--- src/rtl/inst_fetch_req_pkg.sv ---
// Shared core defines for the instruction fetch requester: defaults, hold-level
// encodings, FSM state type and the response-buffer entry layout.
package inst_fetch_req_pkg;

   localparam logic [31:0] NOP_INST_DEF = 32'h0000_0013;
   localparam logic [31:0] RESET_PC_DEF = 32'h0000_0000;

   localparam logic [2:0] HOLD_NONE = 3'b000;
   localparam logic [2:0] HOLD_PC   = 3'b001;
   localparam logic [2:0] HOLD_PIPE = 3'b010;

   typedef enum logic [1:0] {
      S_IDLE,
      S_REQ,
      S_RESP
   } fetch_state_e;

   typedef struct packed {
      logic [31:0] inst;
      logic [31:0] addr;
   } fetch_entry_t;

   function automatic logic [31:0] align_word(input logic [31:0] a);
      return a & ~32'h0000_0003;
   endfunction

endpackage

--- src/rtl/inst_fetch_req_if.sv ---
// Instruction bus: single-outstanding request/grant with a separate read-data return.
interface inst_fetch_req_if;
   logic        req;
   logic [31:0] addr;
   logic        gnt;
   logic        rvalid;
   logic [31:0] rdata;

   modport master (output req, addr, input gnt, rvalid, rdata);
   modport slave  (input req, addr, output gnt, rvalid, rdata);
endinterface

--- src/rtl/inst_fetch_req_resp_fifo.sv ---
// Two-entry response buffer of {inst, addr}; flush wins over push/pop.
module inst_resp_fifo
   import inst_fetch_req_pkg::*;
(
   input  logic         clk,
   input  logic         rst_n,
   input  logic         flush_i,
   input  logic         push_i,
   input  logic         pop_i,
   input  fetch_entry_t din_i,
   output fetch_entry_t head_o,
   output logic [1:0]   count_o
);

   fetch_entry_t mem_q [2];
   logic         wr_q;
   logic         rd_q;
   logic [1:0]   count_q;
   logic         push_ok;
   logic         pop_ok;

   always_comb begin
      pop_ok  = pop_i && (count_q != 2'd0);
      push_ok = push_i && ((count_q != 2'd2) || pop_ok);
   end

   always_ff @(posedge clk or posedge rst_n) begin
      if (rst_n) begin
         for (int i = 0; i < 2; i++) mem_q[i] <= '0;
         wr_q    <= 1'b0;
         rd_q    <= 1'b0;
         count_q <= 2'd0;
      end else if (flush_i) begin
         wr_q    <= 1'b0;
         rd_q    <= 1'b0;
         count_q <= 2'd0;
      end else begin
         if (push_ok) begin
            mem_q[wr_q] <= din_i;
            wr_q        <= ~wr_q;
         end
         if (pop_ok) rd_q <= ~rd_q;
         count_q <= count_q + {1'b0, push_ok} - {1'b0, pop_ok};
      end
   end

   assign head_o  = mem_q[rd_q];
   assign count_o = count_q;

   // The issue throttle in the requester must keep this from ever firing.
   a_no_overflow : assert property (@(posedge clk) disable iff (rst_n)
      !(push_i && !flush_i && !pop_i && (count_q == 2'd2)));

endmodule

--- src/rtl/inst_fetch_req.sv ---
// Instruction fetch requester: issues word fetches on the instruction bus,
// buffers responses and presents them to the fetch stage; handles jump/hold.
//
//  state  | meaning
//  -------+-------------------------------------------------
//  S_IDLE | no request on the bus, nothing outstanding
//  S_REQ  | ibus req asserted with a stable address, awaiting gnt
//  S_RESP | granted, awaiting rvalid (possibly for a killed fetch)
module inst_fetch_req
   import inst_fetch_req_pkg::*;
#(
   parameter logic [31:0] RESET_PC = RESET_PC_DEF,
   parameter logic [31:0] NOP_INST = NOP_INST_DEF
) (
   input  logic                    clk,
   input  logic                    rst_n,
   input  logic                    jump_flag_i,
   input  logic [31:0]             jump_addr_i,
   input  logic [2:0]              hold_flag_i,
   inst_fetch_req_if.master        ibus,
   output logic [31:0]             inst_o,
   output logic [31:0]             inst_addr_o
);

   fetch_state_e state_q;
   logic [31:0]  pc_q;
   logic [31:0]  addr_q;
   logic [31:0]  resp_addr_q;
   logic         req_q;
   logic         kill_q;

   logic [31:0]  jump_pc_d;
   logic [31:0]  issue_addr_d;
   logic [1:0]   occ_d;
   logic         issue_ok_d;
   logic         push_d;
   logic         pop_d;
   logic [1:0]   fifo_cnt;
   fetch_entry_t fifo_head;
   fetch_entry_t fifo_din;

   always_comb begin
      jump_pc_d    = align_word(jump_addr_i);
      issue_addr_d = jump_flag_i ? jump_pc_d : pc_q;
      pop_d        = (fifo_cnt != 2'd0) && (hold_flag_i inside {HOLD_NONE, HOLD_PC}) && !jump_flag_i;
      push_d       = (state_q == S_RESP) && ibus.rvalid && !kill_q && !jump_flag_i;
      // A RESP transaction holds a slot whether still in flight or landing now.
      occ_d        = (jump_flag_i ? 2'd0 : (fifo_cnt - {1'b0, pop_d}))
                   + {1'b0, (state_q == S_RESP)};
      issue_ok_d   = (hold_flag_i == HOLD_NONE) && (occ_d < 2'd2);
      fifo_din     = '{inst: ibus.rdata, addr: resp_addr_q};
   end

   always_ff @(posedge clk or posedge rst_n) begin
      if (rst_n) begin
         state_q     <= S_IDLE;
         pc_q        <= RESET_PC;
         addr_q      <= RESET_PC;
         resp_addr_q <= '0;
         req_q       <= 1'b0;
         kill_q      <= 1'b0;
      end else begin
         if (jump_flag_i) pc_q <= jump_pc_d;
         unique case (state_q)
            S_IDLE: begin
               if (issue_ok_d) begin
                  state_q <= S_REQ;
                  req_q   <= 1'b1;
                  addr_q  <= issue_addr_d;
               end
            end
            S_REQ: begin
               if (ibus.gnt) begin
                  state_q     <= S_RESP;
                  req_q       <= 1'b0;
                  resp_addr_q <= addr_q;
                  kill_q      <= kill_q | jump_flag_i;
                  // A killed fetch must not advance a redirected pc.
                  if (!jump_flag_i && !kill_q) pc_q <= addr_q + 32'd4;
               end else if (jump_flag_i) begin
                  kill_q <= 1'b1;
               end
            end
            S_RESP: begin
               if (ibus.rvalid) begin
                  kill_q <= 1'b0;
                  if (issue_ok_d) begin
                     state_q <= S_REQ;
                     req_q   <= 1'b1;
                     addr_q  <= issue_addr_d;
                  end else begin
                     state_q <= S_IDLE;
                  end
               end else if (jump_flag_i) begin
                  kill_q <= 1'b1;
               end
            end
            default: begin
               state_q <= S_IDLE;
               req_q   <= 1'b0;
            end
         endcase
      end
   end

   inst_resp_fifo u_resp_fifo (
      .clk     (clk),
      .rst_n   (rst_n),
      .flush_i (jump_flag_i),
      .push_i  (push_d),
      .pop_i   (pop_d),
      .din_i   (fifo_din),
      .head_o  (fifo_head),
      .count_o (fifo_cnt)
   );

   assign ibus.req    = req_q;
   assign ibus.addr   = addr_q;
   assign inst_o      = (fifo_cnt == 2'd0) ? NOP_INST : fifo_head.inst;
   assign inst_addr_o = (fifo_cnt == 2'd0) ? 32'h0 : fifo_head.addr;

endmodule

--- src/flat_wrapper.sv ---
// flat-port wrapper written by rule: the top's interface ports become plain ports
module inst_fetch_req_flat import inst_fetch_req_pkg::*;
#(
   parameter logic [31:0] RESET_PC = RESET_PC_DEF,
   parameter logic [31:0] NOP_INST = NOP_INST_DEF
)
  (clk, rst_n, jump_flag_i, jump_addr_i, hold_flag_i, inst_o, inst_addr_o, ibus_req, ibus_addr, ibus_gnt, ibus_rvalid, ibus_rdata);
  inst_fetch_req_if ibus_i ();
  input  logic clk;
  input  logic rst_n;
  input  logic jump_flag_i;
  input  logic [31:0] jump_addr_i;
  input  logic [2:0] hold_flag_i;
  output logic [31:0] inst_o;
  output logic [31:0] inst_addr_o;
  output wire logic [$bits(ibus_i.req)-1:0] ibus_req;
  output wire logic [$bits(ibus_i.addr)-1:0] ibus_addr;
  input wire logic [$bits(ibus_i.gnt)-1:0] ibus_gnt;
  input wire logic [$bits(ibus_i.rvalid)-1:0] ibus_rvalid;
  input wire logic [$bits(ibus_i.rdata)-1:0] ibus_rdata;
  assign ibus_req = ibus_i.req;
  assign ibus_addr = ibus_i.addr;
  assign ibus_i.gnt = ibus_gnt;
  assign ibus_i.rvalid = ibus_rvalid;
  assign ibus_i.rdata = ibus_rdata;
  inst_fetch_req #(.RESET_PC(RESET_PC), .NOP_INST(NOP_INST)) u_core (.clk(clk), .rst_n(rst_n), .jump_flag_i(jump_flag_i), .jump_addr_i(jump_addr_i), .hold_flag_i(hold_flag_i), .ibus(ibus_i), .inst_o(inst_o), .inst_addr_o(inst_addr_o));
endmodule
--- config.mk ---
export PLATFORM = sky130hd
export DESIGN_NAME = inst_fetch_req_flat
export DESIGN_NICKNAME = d
export VERILOG_FILES = /design/src/rtl/inst_fetch_req_pkg.sv /design/src/rtl/inst_fetch_req_if.sv /design/src/rtl/inst_fetch_req_resp_fifo.sv /design/src/rtl/inst_fetch_req.sv /design/src/flat_wrapper.sv
export SDC_FILE = /design/constraint.sdc
export NUM_CORES = 1
export LEC_CHECK = 0
export CAP_MARGIN = 0
export CORE_ASPECT_RATIO = 0.75
export CORE_MARGIN = 1
export CORE_UTILIZATION = 45
export CTS_BUF_LIST = sky130_fd_sc_hd__clkbuf_8
export DETAILED_ROUTE_END_ITERATION = 12
export GPL_TIMING_DRIVEN = 0
export PLACE_DENSITY = 0.69
export RECOVER_POWER = 50
export SYNTH_ARGS = -nofsm -noshare
export SYNTH_HDL_FRONTEND = slang
export SYNTH_SLANG_ARGS = --single-unit
--- constraint.sdc ---
create_clock -name clk -period 11.9 [get_ports clk]
set_input_delay 2.38 -clock clk [delete_from_list [all_inputs] [get_ports clk]]
set_output_delay 2.38 -clock clk [all_outputs]
set_load 0.01 [all_outputs]
==> results.toml, run 1 <==
[outcome]
status = "complete, but fails checks"
violations = "max-capacitance violations, max-slew violations"

[power]
leakagePower_nw = 6.044
cell_internal_pwr_mw = 1.776
combPwrFrac_pct = 26.2
power_density_mw_per_mm2 = 186.0
clkPwrFrac_pct = 28.1
seq_power_share_pct = 45.7
switching_power_mw = 0.7881
vdd_ir_drop_max_uv = 117.6
switching_share_pct = 30.74

[grt]
grt_max_degree = 129
grt_pass1_vias = 7441
gr-usage-all-layers_pct = 21.51
antenna_found_initial = 0
grt_first_pass_wirelength_mm = 41.53
grt_remaining_overflow = 0

[sta]
slew_headroom_pct = -213.0
rsz0062_at_grt = "false"
setup_violations = 0
max_freq_mhz = 166.8
finalMaxSlewViolations = 105
fin_skew_ns = 0.02446
setup_ws_ns = 5.906
worstMarginPinSlew_ns = 4.669
finalCritPeriodShare_pct = 50.37
tns_ns = 0
fin_crit_ns = 5.994
hold_viol_final = 0

[detailed_routing]
drt_iter0_drc = 296
vias = 7407
via_per_inst = 5.264
dr.pass1.iters = 5
routedWlPerCell_um = 18.44
routed_wl_mm = 25.94
drc = 0
postRouteAntennaNets = 0

[yosys]
syn_area_per_cell_um2 = 12.55
synth_largest_area_cell = "dfrtp_1"
ys_seq_area_share_pct = 53.11
yosys.area.top_type_share_pct = 53.11
synth-async-reset-ratio_pct = 100.0
synth_cell_type_count = 48
synthFlopType = "dfrtp_1"
netlist_instances = 871
synthesis.nets = 952
synth_edf_count = 0
yosys-top-cells-count = "232 x dfrtp_1, 146 x mux2_2, 99 x nor2_1, 75 x mux2i_1, 37 x mux2_1"
ys_top_cells_by_area = "dfrtp_1 53%, mux2_2 15%, mux2i_1 6.9%"
ys_ff_latch = 232
synth_most_common_cell = "dfrtp_1"
yosys_warnings = 0
synth_area_mm2 = 0.01093

[worst_setup_path]
path_max_fanout = 10
crit_buf_inv = 5
cp.depth = 11
cp-end-kind = "register"
start_kind = "input port"
slowest_delay_ns = 0.61
critical_path_class = "in -> reg"
path_delay_family = "buffers and inverters"
slowest_stage = "clkbuf_1"
crit_chain = "dlygate4sd3_1, clkbuf_1, clkbuf_1, clkbuf_1, nor4_1, ha_1, nor2b_1, xnor2_1, a21oi_4, buf_8, mux2_4"
reg2reg_depth = 9
cp_common_cell = "clkbuf_1"
required_ns = 12.30
arrival_ns = 6.40

[clocking]
clockBufferDepth = 3
cts_buffers = 39
cts_tree = "done"
postCtsSetupBuffers = 0
htree_levels = 2
hold_buffers = 0
postCtsResizedCells = 0
clk_latency_ns = 0.54
cts_sinks = 232
cts-root-buf = "clkbuf_8"
clk_pin_slew_ns = 0.06

[job]
maxCapViolCount = 1

[hold_path]
hold_class = "reg -> reg"
holdPathStages = 1

[layout]
num-fill-cells = 1980
antenna_cells = 0
syn2layout_area_growth_pct = 26.14
fin_util_pct = 58.87
post_route_cells_drive_above_1_share_pct = 22.85
nets = 1160

[floorplanning]
dieArea_mm2 = 0.02493
fp.dieH_um = 137.0
die_w_um = 182.0
num_io_pins = 169
start_util_pct = 46.67
rows = 48
placeableCoreArea_mm2 = 0.02342

[placement]
dp_worst_setup_slack_ns = 6.221
place.gp.congestion = 0.8164
portBuffers = 166
hpwl_mm = 17.88
-- layout by cell type, fill, tap and decap left out, types with 7 or more instances in the layout --
cell	Yosys	routed
dfrtp_1	232	232
clkdlybuf4s50_1	0	159
mux2_2	146	143
nor2_1	99	99
mux2i_1	75	75
clkbuf_8	0	51
mux2_1	37	40
inv_1	15	29
nand2_1	29	29
clkbuf_1	23	28
mux2_4	22	22
buf_2	25	20
nor3_1	18	18
a21oi_1	16	16
o21ai_0	14	14
nand3_1	11	11
xnor2_1	10	10
and4_1	10	10
nand4_1	10	10
ha_1	9	9
a211oi_1	8	8
dlygate4sd3_1	0	7
-- sequential cells by signal, summed over array words and instances (netlist names) --
name and count:
u_core.u_resp_fifo.mem_q 128, u_core.ibus.addr 32, u_core.pc_q 32, u_core.resp_addr_q 32
u_core.state_q 2, u_core.u_resp_fifo.count_o 2, u_core.ibus.req 1, u_core.kill_q 1
u_core.u_resp_fifo.rd_q 1, u_core.u_resp_fifo.wr_q 1
-- power by group through the flow --
stage | registers, mW | clock network, mW | logic, mW
2_1_floorplan | 1.15 | 0 | 0.425
3_3_place_gp | 1.18 | 0 | 0.663
3_5_place_dp | 1.18 | 0 | 0.677
4_1_cts | 1.17 | 0.739 | 0.681
5_1_grt | 1.20 | 0.774 | 0.738
6_report | 1.17 | 0.721 | 0.672
-- metrics by stage --
stage / cells / hold WS [ns] / area (um^2) / power, mW
final: 1407 / 0.4854 / 13790 / 2.564
after global routing: 1407 / 0.5059 / 13790 / 2.715
after CTS: 1407 / 0.4901 / 13810 / 2.593
after detailed placement: 1338 / 0.4757 / 13000 / 1.860
after global placement: 1337 / 0.4708 / 12970 / 1.843
after floorplan: 871 / 0.4574 / 10930 / 1.571
-- routing by layer --
| layer | share of wire, % | wire length, um | vias up | GRT usage (%) |
|---|---|---|---|---|
| li1 | - | - | 3520 | - |
| met1 | 48 | 12470 | 3640 | 31.26 |
| met2 | 44 | 11290 | 217 | 32.52 |
| met3 | 7.1 | 1842 | 30 | 5.082 |
| met4 | 1.3 | 343 | 0 | 5.182 |
| met5 | 0 | 0 | - | 0 |
-- path summary, 6_finish.rpt --
kind	start	slack, ns	endpoint
worst min register to register	u_core.u_resp_fifo.mem_q[95]	0.49	u_core.u_resp_fifo.mem_q[95]
worst min-delay path	u_core.u_resp_fifo.mem_q[95]	0.49	u_core.u_resp_fifo.mem_q[95]
worst max register to register	u_core.u_resp_fifo.count_o[1]	8.88	u_core.ibus.addr[2]
max in group asynchronous	rst_n	6.08	u_core.u_resp_fifo.mem_q[84]
min in group asynchronous	rst_n	3.75	u_core.u_resp_fifo.mem_q[52]
worst max-delay path	jump_flag_i	5.91	u_core.ibus.addr[2]
-- logic make-up (layout without fill, tap and decap cells) --
logic type / Yosys count / after routing / synth area share, %
xor gates and xnor gates: 16 / 16 / 1.282
adders and majority gates: 9 / 9 / 1.030
buffers and inverters: 71 / 307 / 3.136
DFF: 232 / 232 / 53.11
AOI/OAI and AO/OA: 58 / 58 / 3.560
muxes: 280 / 280 / 28.74
and+or+nand+nor: 205 / 205 / 9.145
-- worst reg2reg max path, stage by stage (launching register included) --
cell and delay [ns]:
dfrtp_1 0.35, buf_2 0.16, nor2_1 0.76, nor4_1 0.10, ha_1 0.31, nor2b_1 0.14, xnor2_1 0.15, a21oi_4 0.42
buf_8 0.22, mux2_4 0.30
-- layout make-up --
type	instances	area, um^2	area share, %
clock inverter	18	102.6	0.7440
multi-input combinational	568	4777	34.64
buffer	56	280.3	2.032
sequential	232	5806	42.10
tap	300	375.4	2.722
timing repair buffer	167	1689	12.25
inverter	15	57.56	0.4174
clock buffer	51	701.9	5.090
No activity file was read; power rests on OpenSTA's default activity.
==> run 2: changes to the inputs <==
==> constraint.sdc (replaced) <==
create_clock -name clk -period 6.2 [get_ports clk]
set_input_delay 1.24 -clock clk [delete_from_list [all_inputs] [get_ports clk]]
set_output_delay 1.24 -clock clk [all_outputs]
set_load 0.01 [all_outputs]
==> run 2 against run 1 <==
Against the previous run: the run still ends with max-capacitance violations, max-slew violations left; design area is essentially flat; wire length grew 1.3%; die area is the same; via count grew 1.8%; clock skew grew 0.016 ns; utilization is essentially flat; first-iteration DRC count grew 36%; global-route usage grew 0.17 points; sequential power grew 93%; final cell count grew 0.14%.
==> results.toml, run 2 (synthesis results as in run 1) <==
[placement]
hpwl_mm = 18.31
dp_worst_setup_slack_ns = 1.620
dp.cells = 1342
place.gp.congestion = 0.8056
portBuffers = 166

[layout]
antenna_cells = 0
final_common_cell = "dfrtp_1"
nets = 1164
final_cells = 1409
layout_common_cells = "232 x dfrtp_1, 158 x clkdlybuf4s50_1, 144 x mux2_2, 99 x nor2_1, 75 x mux2i_1"
syn2layout_area_growth_pct = 26.18
post_route_cells_drive_above_1_share_pct = 23.17
largest_register = "u_core.u_resp_fifo.mem_q"
largest_reg_flops = 128

[job]
maxCapViolCount = 3

[power]
leakagePower_nw = 6.040
vdd_ir_drop_max_uv = 219.3
power_density_mw_per_mm2 = 354.5
power_mw = 4.889

[worst_setup_path]
arrival_ns = 5.30
start_kind = "input port"
critical_path_class = "in -> reg"
reg2reg_depth = 9
cp-end-kind = "register"
path_max_fanout = 10
required_ns = 6.59

[grt]
grt_max_degree = 42
gr-usage-all-layers_pct = 21.69
antenna_found_initial = 0
grt_first_pass_wirelength_mm = 41.72
grt_pass1_vias = 7643
grt_remaining_overflow = 0

[sta]
finalCritPeriodShare_pct = 79.27
setup_violations = 0
setup_ws_ns = 1.286
fin_skew_ns = 0.04010
finalMaxSlewViolations = 118
rsz0062_at_grt = "false"
fin_crit_ns = 4.914
tns_ns = 0
worstMarginPinSlew_ns = 2.195
slew_headroom_pct = -46.36
max_freq_mhz = 203.5
hold_viol_final = 0

[detailed_routing]
postRouteAntennaNets = 0
drc = 0
routed_wl_mm = 26.27
vias = 7542
dr.pass1.iters = 4
drt_iter0_drc = 402
via_per_inst = 5.353
routedWlPerCell_um = 18.64

[hold_path]
holdPathStages = 1
hold_class = "reg -> reg"

[clocking]
clockBufferDepth = 3
postCtsResizedCells = 0
cts_buffers = 39
cts-root-buf = "clkbuf_8"
hold_buffers = 0
clk_latency_ns = 0.54
cts_tree = "done"
cts_sinks = 232
postCtsSetupBuffers = 0
htree_levels = 2
clk_pin_slew_ns = 0.06

[floorplanning]
fp.dieH_um = 137.0
start_util_pct = 46.67
rows = 48
die_w_um = 182.0
num_io_pins = 169
placeableCoreArea_mm2 = 0.02342
dieArea_mm2 = 0.02493

[outcome]
status = "complete, but fails checks"
violations = "max-capacitance violations, max-slew violations"
run 2: changes by cell type in the layout (fill, tap and decap cells not counted):
cell	before	now
clkinv_4	1	0
clkbuf_8	51	48
clkdlybuf4s50_1	159	158
clkbuf_1	28	30
mux2_1	40	39
clkinv_2	0	5
inv_1	29	26
dlygate4sd3_1	7	8
buf_12	2	5
buf_16	1	0
mux2_2	143	144
run 2: path summary, 6_finish.rpt:
| path | end | from | slack [ns] |
|---|---|---|---|
| setup / recovery | u_core.ibus.addr[20] | jump_flag_i | 1.29 |
| hold / removal | u_core.u_resp_fifo.mem_q[95] | u_core.u_resp_fifo.mem_q[95] | 0.49 |
| setup reg to reg | u_core.ibus.addr[20] | u_core.u_resp_fifo.count_o[1] | 3.14 |
| hold reg to reg | u_core.u_resp_fifo.mem_q[95] | u_core.u_resp_fifo.mem_q[95] | 0.49 |
| max in group asynchronous | u_core.u_resp_fifo.wr_q | rst_n | 1.94 |
| min in group asynchronous | u_core.u_resp_fifo.mem_q[60] | rst_n | 1.58 |
run 2: critical path, stage by stage:
cell	delay [ns]
dlygate4sd3_1	0.60
clkbuf_1	0.55
clkbuf_1	0.60
clkbuf_1	0.59
nor4_1	0.15
ha_1	0.24
xnor2_1	0.20
xnor2_1	0.17
a21oi_4	0.43
buf_12	0.21
mux2_4	0.30
run 2: where the power goes:
part	internal, mW	switching, mW
clock network	0.738	0.600
logic	0.734	0.556
registers	1.90	0.362
total	3.37	1.52
run 2: final cells by class:
cell class	count	area, um^2
Fill cell	1962	9629
Sequential cell	232	5806
Multi-Input combinational cell	568	4777
Timing Repair Buffer	171	1729
Clock buffer	48	660.6
Tap cell	300	375.4
Buffer	56	280.3
Clock inverter	19	107.6
Inverter	15	57.56
run 2: stage by stage:
step	utilization, %	instance area [um^2]	hold slack, ns
final	58.89	13790	0.4866
after global placement	55.38	12970	0.4705
after CTS	59.09	13840	0.4894
after global routing	58.89	13790	0.5064
after detailed placement	55.81	13070	0.4761
after floorplan	-	10940	0.4574
run 2: routing by layer:
| layer | global-route usage (%) | vias to the layer above | routed length, um | share of wire (%) |
|---|---|---|---|---|
| met4 | 5.882 | 0 | 455 | 1.7 |
| met3 | 5.029 | 45 | 1806 | 6.9 |
| met1 | 31.65 | 3765 | 12730 | 48 |
| met2 | 32.35 | 223 | 11280 | 43 |
| met5 | 0 | - | 0 | 0 |
| li1 | - | 3509 | - | - |
==> variant: new RTL, flow settings as in run 2 <==
Re-encode `fetch_state_e` (3 states) as one-hot, 3 bits wide.
--- a/src/rtl/inst_fetch_req_pkg.sv
+++ b/src/rtl/inst_fetch_req_pkg.sv
@@ -9,10 +9,10 @@
    localparam logic [2:0] HOLD_PC   = 3'b001;
    localparam logic [2:0] HOLD_PIPE = 3'b010;
 
-   typedef enum logic [1:0] {
-      S_IDLE,
-      S_REQ,
-      S_RESP
+   typedef enum logic [2:0] {
+      S_IDLE = 3'b001,
+      S_REQ  = 3'b010,
+      S_RESP = 3'b100
    } fetch_state_e;
 
    typedef struct packed {
Behaviour: same outputs for any inputs over 4 cycles, from zero or initial values and one cycle with rst_n high; so few cycles prove little.
==> variant against run 2 <==
- the flow still finishes with violations (max-capacitance violations, max-slew violations)
- global-route usage grew 0.19 points
- worst hold slack gained 16 ps
- sequential cell count grew 1
- design area shrank 0.73%
- worst setup slack gained 230 ps
- area after synthesis shrank 0.93%
- first-iteration DRC count shrank 3.0%
- wire length grew 0.26%
- register-to-register slack lost 400 ps
Power is not compared: it rests on default switching activity, and its combinational part moved more than twofold at a synthesized area within 25%.
==> variant: results (changes against run 2) <==
Dpl cells: 1397 (+4.1%)
Layout cells sized above 1: 21.7% (-1.5 points)
Avg WL per Cell: 17.9 um (-3.8%)
Finished Layout Cells: 1469 (+4.3%)
Crit path largest cell delay: 1370 ps (+770 ps)
HPWL Detailed: 19.1 mm (+4.4%)
Crit path max fanout: 33 (+23)
Status: complete, but fails checks
Failing checks: max-capacitance violations, max-slew violations
GRT Overall Usage: 21.9% (+0.19 points)
Hold_ws: 503 ps (+16.0 ps)
Post-Synth Adder-Cell Area: 0.462% (-0.57 points)
Hold path depth: 2 (+1)
Max_cap viols: 3 (unchanged)
Syn_nets: 1000 (+5.0%)
GR Util met2: 31.9% (-0.41 points)
Setup crit start: rst_n
Drt first pass iters: 8 (+4)
Global-route wire length before repair: 42.1 mm (+0.83%)
Dpl ws: 1840 ps (+223 ps)
Min-Delay Startpoint: u_core.resp_addr_q[17]
Synth top cells by count: 232 x dfrtp_1, 171 x mux2_2, 93 x nor2_1
Fillers: 2025 (+3.2%)
Top cells by area, synth: dfrtp_1 54%, mux2_2 18%, mux2i_1 8.1%
Worst Tran Pin Value: 2150 ps (-44.1 ps)
Layout Skew: 33.7 ps (-6.38 ps)
Met1 GRT Util: 32.7% (+1.0 points)
GP Congestion: 0.876 (+8.8%)
Area after DPL: 13000 sq um (-0.47%)
GRT met3 Usage: 5.01% (-0.020 points)
CTS max path bufs: 3 (unchanged)
Slew Viols, Final: 76 (-36%)
Register area share after synthesis: 53.8% (+0.74 points)
Synth Area in Compound Gates: 4.44% (+0.88 points)
Synth Area per Inst: 11.7 sq um (-6.6%)
P_leak: 6.04 nW
End of the worst register-to-register path: u_core.ibus.addr[2]
Number of global-route vias before repair: 7701 (+0.76%)
Fraction of synthesized cell area in xor and xnor cells: 1.37% (+0.093 points)
CP arrival: 5030 ps (-270 ps)
Largest net degree at the start of global routing: 43 (+2.4%)
Reg2reg setup slack: 2740 ps (-400 ps)
-- variant: cell types whose count changed after synthesis, moves of 6 or more --
cell	run 2	this run
clkbuf_1	23	34
mux2_1	37	2
inv_1	15	21
mux2i_1	75	88
mux2_2	146	171
buf_2	25	16
nand2_1	29	84
o21ai_0	14	25
nor2_1	99	93
mux2_4	22	0
-- variant: cell type report --
cell class | instances | area, sq um | area share [%]
diodes | 1 | 2.50 | 0.0183
plain buffers | 58 | 246 | 1.80
clock buffers | 49 | 674 | 4.93
clock inverters | 22 | 88.8 | 0.649
inverters | 21 | 80.1 | 0.585
multi-input cells | 612 | 4670 | 34.1
flip-flops and latches | 233 | 5830 | 42.6
well taps | 300 | 375 | 2.74
repair buffers | 173 | 1720 | 12.6
-- variant: per-layer routing --
layer,vias up,share of wire (%)
met4,0,1.5
met5,-,0
met2,218,43
met1,3877,50
met3,37,6.2
li1,3688,-
